==> src/rtl/fb_rect_fill.sv <==
// Rectangle-fill engine: writes a solid colour into a byte-per-pixel framebuffer,
// four pixels per 32-bit word, clipped to the screen, in row-major order.
module fb_rect_fill #(
  parameter int unsigned FB_W      = 320,
  parameter int unsigned FB_H      = 240,
  parameter int unsigned ADDR_BITS = 15
) (
  input  logic                 clk,
  input  logic                 rst_n,
  input  logic                 start,
  input  logic [8:0]           x0,
  input  logic [7:0]           y0,
  input  logic [8:0]           w,
  input  logic [7:0]           h,
  input  logic [7:0]           color,
  output logic                 busy,
  output logic                 done,
  output logic                 mem_wvalid,
  input  logic                 mem_wready,
  output logic [ADDR_BITS-1:0] mem_waddr,
  output logic [31:0]          mem_wdata,
  output logic [3:0]           mem_wstrb
);

  localparam logic [ADDR_BITS-1:0] WordsPerRow = ADDR_BITS'(FB_W / 4);

  typedef enum logic [1:0] {StIdle, StSetup, StRun, StDone} state_e;

  state_e               state_q, state_d;
  logic [8:0]           x0_q, x0_d;
  logic [7:0]           y0_q, y0_d;
  logic [8:0]           w_q, w_d;
  logic [7:0]           h_q, h_d;
  logic [7:0]           color_q, color_d;
  logic [8:0]           x_last_q, x_last_d;
  logic [7:0]           y_last_q, y_last_d;
  logic [6:0]           wx_q, wx_d;
  logic [7:0]           y_q, y_d;
  logic [ADDR_BITS-1:0] row_base_q, row_base_d;
  logic                 wvalid_q, wvalid_d;
  logic [ADDR_BITS-1:0] waddr_q, waddr_d;
  logic [31:0]          wdata_q, wdata_d;
  logic [3:0]           wstrb_q, wstrb_d;

  // Clipped extents, only meaningful in SETUP.
  logic [9:0]           x_sum, x_end;
  logic [8:0]           y_sum, y_end;
  logic [8:0]           x_last_c;
  logic [7:0]           y_last_c;
  logic                 empty;
  logic [ADDR_BITS-1:0] base0;

  assign x_sum    = {1'b0, x0_q} + {1'b0, w_q};
  assign x_end    = (x_sum > 10'(FB_W)) ? 10'(FB_W) : x_sum;
  assign y_sum    = {1'b0, y0_q} + {1'b0, h_q};
  assign y_end    = (y_sum > 9'(FB_H)) ? 9'(FB_H) : y_sum;
  assign x_last_c = 9'(x_end - 10'd1);
  assign y_last_c = 8'(y_end - 9'd1);
  assign empty    = (w_q == 9'd0) || (h_q == 8'd0) ||
                    ({1'b0, x0_q} >= 10'(FB_W)) || ({1'b0, y0_q} >= 9'(FB_H));
  assign base0    = ADDR_BITS'(y0_q) * WordsPerRow;

  // Row-edge lane masks; a single-word row gets both.
  function automatic logic [3:0] lane_mask(logic [6:0] wx, logic [8:0] xf, logic [8:0] xl);
    logic [3:0] m;
    m = 4'hF;
    if (wx == xf[8:2]) m = m & (4'hF << xf[1:0]);
    if (wx == xl[8:2]) m = m & (4'hF >> (2'd3 - xl[1:0]));
    return m;
  endfunction

  logic                 end_row, last_beat;
  logic [6:0]           nwx;
  logic [ADDR_BITS-1:0] nbase;

  assign end_row   = (wx_q == x_last_q[8:2]);
  assign last_beat = end_row && (y_q == y_last_q);
  assign nwx       = end_row ? x0_q[8:2] : wx_q + 7'd1;
  assign nbase     = end_row ? row_base_q + WordsPerRow : row_base_q;

  always_comb begin
    state_d    = state_q;
    x0_d       = x0_q;
    y0_d       = y0_q;
    w_d        = w_q;
    h_d        = h_q;
    color_d    = color_q;
    x_last_d   = x_last_q;
    y_last_d   = y_last_q;
    wx_d       = wx_q;
    y_d        = y_q;
    row_base_d = row_base_q;
    wvalid_d   = wvalid_q;
    waddr_d    = waddr_q;
    wdata_d    = wdata_q;
    wstrb_d    = wstrb_q;
    unique case (state_q)
      StIdle: begin
        if (start) begin
          x0_d    = x0;
          y0_d    = y0;
          w_d     = w;
          h_d     = h;
          color_d = color;
          state_d = StSetup;
        end
      end
      StSetup: begin
        if (empty) begin
          state_d = StDone;
        end else begin
          x_last_d   = x_last_c;
          y_last_d   = y_last_c;
          wx_d       = x0_q[8:2];
          y_d        = y0_q;
          row_base_d = base0;
          waddr_d    = base0 + ADDR_BITS'(x0_q[8:2]);
          wdata_d    = {4{color_q}};
          wstrb_d    = lane_mask(x0_q[8:2], x0_q, x_last_c);
          wvalid_d   = 1'b1;
          state_d    = StRun;
        end
      end
      StRun: begin
        if (wvalid_q && mem_wready) begin
          if (last_beat) begin
            wvalid_d = 1'b0;
            state_d  = StDone;
          end else begin
            wx_d       = nwx;
            y_d        = end_row ? y_q + 8'd1 : y_q;
            row_base_d = nbase;
            waddr_d    = nbase + ADDR_BITS'(nwx);
            wstrb_d    = lane_mask(nwx, x0_q, x_last_q);
          end
        end
      end
      StDone: state_d = StIdle;
      default: state_d = StIdle;
    endcase
  end

  always_ff @(posedge clk or negedge rst_n) begin
    if (!rst_n) begin
      state_q    <= StIdle;
      x0_q       <= '0;
      y0_q       <= '0;
      w_q        <= '0;
      h_q        <= '0;
      color_q    <= '0;
      x_last_q   <= '0;
      y_last_q   <= '0;
      wx_q       <= '0;
      y_q        <= '0;
      row_base_q <= '0;
      wvalid_q   <= 1'b0;
      waddr_q    <= '0;
      wdata_q    <= '0;
      wstrb_q    <= '0;
    end else begin
      state_q    <= state_d;
      x0_q       <= x0_d;
      y0_q       <= y0_d;
      w_q        <= w_d;
      h_q        <= h_d;
      color_q    <= color_d;
      x_last_q   <= x_last_d;
      y_last_q   <= y_last_d;
      wx_q       <= wx_d;
      y_q        <= y_d;
      row_base_q <= row_base_d;
      wvalid_q   <= wvalid_d;
      waddr_q    <= waddr_d;
      wdata_q    <= wdata_d;
      wstrb_q    <= wstrb_d;
    end
  end

  assign busy       = (state_q != StIdle);
  assign done       = (state_q == StDone);
  assign mem_wvalid = wvalid_q;
  assign mem_waddr  = waddr_q;
  assign mem_wdata  = wdata_q;
  assign mem_wstrb  = wstrb_q;

endmodule

==> config.mk <==
export PLATFORM = sky130hd
export DESIGN_NAME = fb_rect_fill
export DESIGN_NICKNAME = d
export VERILOG_FILES = /design/src/rtl/fb_rect_fill.sv
export SDC_FILE = /design/constraint.sdc
export NUM_CORES = 1
export LEC_CHECK = 0
export ABC_AREA = 1
export BUFFER_PORTS_ARGS = -buffer_cell sky130_fd_sc_hd__buf_2
export CORE_MARGIN = 5
export CORE_UTILIZATION = 35
export CTS_CLUSTER_DIAMETER = 30
export DETAILED_ROUTE_END_ITERATION = 12
export PLACE_DENSITY = 0.55
export SLEW_MARGIN = 25
export SYNTH_ARGS = -nofsm -noshare
export SYNTH_HDL_FRONTEND = slang
export SYNTH_SLANG_ARGS = --single-unit
==> constraint.sdc <==
create_clock -name clk -period 4.73 [get_ports clk]
set_input_delay 0.946 -clock clk [delete_from_list [all_inputs] [get_ports clk]]
set_output_delay 0.946 -clock clk [all_outputs]
set_load 0.01 [all_outputs]
==> flow_summary.toml <==
[timing]
skew_ns = 0.00933
fin_crit_sh = 0.818
setup_violations = 0
report.final.slew_viol_count = 0
worstMarginPinSlew_ns = 0.954
hold_viol = 0
layout_min_cycle_time_ns = 3.87
rsz0062_at_grt = "false"
setup-tns-final_ns = 0
setup_ws_ns = 0.862
slew-limit-headroom = 0.361
clock.fmax_mhz = 259

[clock_network]
cts_buffers = 17
cts_root_buffer = "clkbuf_16"
h-tree-depth = 4
clockBufferDepth = 2
cts_tree = "done"
cts_resized = 0
cts.sinks = 114
holdBufCountCts = 0
postCtsSetupBuffers = 0
clk_pin_slew_worst_paths_ns = 0.06
clkLatencyLatePin_ns = 0.42

[synth]
avgSynthCellArea_um2 = 7.48
synth-edff-count = 0
synth_area_leaders = "dfrtp_1 35%, nand2_1 13%, ha_1 7.1%, inv_1 5.9%, nand3_1 4.5%"
synthArstFlopShare = 1.00
synth_fp_nets = 1202
ys_types = 48
yosys.area.top_type_share = 0.345
synth_top_area_cell = "dfrtp_1"
synth_warnings = 0
yosys-top-cells-count = "278 x nand2_1, 130 x inv_1, 114 x dfrtp_1"
netlist_instances = 1105
synth.most_common_cell = "nand2_1"
yosys_register_bits = 114
syn-cell-area_um2 = 8260
ys_seq_area_frac = 0.345
synth_top_flop_cell = "dfrtp_1"

[die]
core_um2 = 23300
std_cell_rows = 56
io_pins = 100
start_util = 0.354
die_y_um = 164
die-area_um2 = 26800
die_x_um = 164

[placed_design]
preCtsSetupSlack_ns = 0.927
io_buffers = 99
place_congestion = 0.893
place_hpwl_um = 16300

[cells_and_area]
fin_util = 0.410
num-fill-cells = 2412
drive_gt1_frac = 0.169
syn_to_final_growth_pct = 15.8
antennaDiodeCount = 0
nets = 1273

[global_route]
overflow = 0
track_usage = 0.168
antenna_found_initial = 1
grt_first_pass_wirelength_um = 36000
first_global_vias = 7100
grt_max_degree = 91

[critical_path]
slowest_stage = "o311ai_0"
crit_family = "simple AND/OR/NAND/NOR gates"
cp_max_fo = 10
crit_type = "register to register"
cp_num_buf_inv = 3
end_kind = "register"
start_kind = "register"
reg2reg_slack_ns = 0.86
crit_top_cell = "nand2_1"
required_ns = 5.03
crit_chain = "ha_1 -> inv_1 -> fa_1 -> inv_1 -> nand2_1 -> nand2_1 -> nand3_1 -> nand3b_1 -> nand2_1 -> a21oi_1 -> nand2_2 -> nand2_1 -> or2_2 -> ha_1 -> inv_1 -> o311ai_0 -> nand2_1 -> nand2_1 -> nand2_1 -> nor2_1 -> nand4_1 -> nand2_1 -> a21oi_1"
arrival_ns = 4.17
slowest_delay_ns = 0.43

[drt]
firstDrtPassIters = 5
antenna_left = 0
routed_wl_um = 21700
wl_per_cell_um = 14.4
drt_iter0_drc = 364
drc_errors = 0
vias = 7280
vias_per_cell = 4.83

[run_status]
status = "finished clean"

[run]
cap_violations = 0

[hold_path]
min_path_type = "input port to async pin"
[registers in the layout (all words and copies together), names as in the netlist]
register,flops
mem_waddr,15
row_base_q,11
w_q,9
x0_q,9
x_last_q,9
color_q,8
h_q,8
mem_wdata,8
y0_q,8
y_last_q,8
y_q,8
wx_q,6
mem_wstrb,4
state_q,2
mem_wvalid,1
[worst paths after layout]
kind / from / end / depth (start not counted)
worst max-delay path: x0_q[0]$_DFFE_PN0P_ / mem_wstrb[2]$_DFFE_PN0P_ / 23
worst min-delay path: rst_n / mem_wdata[25]$_DFFE_PN0P_ / 1
worst max register to register: x0_q[0]$_DFFE_PN0P_ / mem_wstrb[2]$_DFFE_PN0P_ / 23
worst min register to register: color_q[5]$_DFFE_PN0P_ / mem_wdata[29]$_DFFE_PN0P_ / 2
max in group asynchronous: rst_n / row_base_q[14]$_DFFE_PN0P_ / 2
min in group clk: color_q[5]$_DFFE_PN0P_ / mem_wdata[29]$_DFFE_PN0P_ / 2
[cell type report]
class,count,area [um^2],share of cell area
well taps,319,399,0.0417
clock buffers,21,470,0.0492
multi-input cells,801,4590,0.480
flip-flops and latches,114,2850,0.298
repair buffers,106,563,0.0589
clock inverters,10,180,0.0188
inverters,136,510,0.0534
[cells by family after synthesis]
family          share of synthesized area
xor+xnor                           0.0529
simple gates                        0.256
fa+ha+maj                          0.0809
buf+inv                            0.0998
other cells                      0.000454
compound gates                      0.126
mux                                0.0395
flops                               0.345
[cell usage in the layout, fill, tap and decap left out, types with 4 or more instances in the layout]
cell	count
clkbuf_16	17
ha_1	47
o21ai_1	8
fa_1	4
nor2_2	4
nand2_2	7
or2_2	6
mux2_2	29
nor2_1	81
o21ai_2	7
a2bb2oi_1	8
inv_2	5
nand3_1	74
buf_4	7
inv_1	130
a31oi_1	4
nand4_1	17
nor3_1	9
xor2_1	32
dfrtp_1	114
xnor2_1	16
nand3b_1	4
buf_2	98
a21oi_1	56
bufinv_16	5
nor4_1	5
o211ai_1	9
o21ai_0	72
nand2_1	277
[metrics by stage]
| stage | area, um^2 | hold WS, ns | instances |
|---|---|---|---|
| 6_report | 9560 | 0.430 | 1507 |
| 5_1_grt | 9560 | 0.431 | 1507 |
| 4_1_cts | 9560 | 0.428 | 1507 |
| 3_5_place_dp | 8910 | 0.466 | 1476 |
| 3_3_place_gp | 8910 | 0.458 | 1476 |
| 2_1_floorplan | 8260 | 0.444 | 1105 |
[metal layers]
layer	track usage	routed length (um)	share of wire
met1	0.233	10700	0.49
met2	0.259	9450	0.44
met3	0.0457	1320	0.061
met4	0.0408	206	0.0095
met5	0	7	0.00032
Power is left out: the tool's default activity adds up to more than one toggle a clock period on the data nets, which glitch-free logic cannot reach.
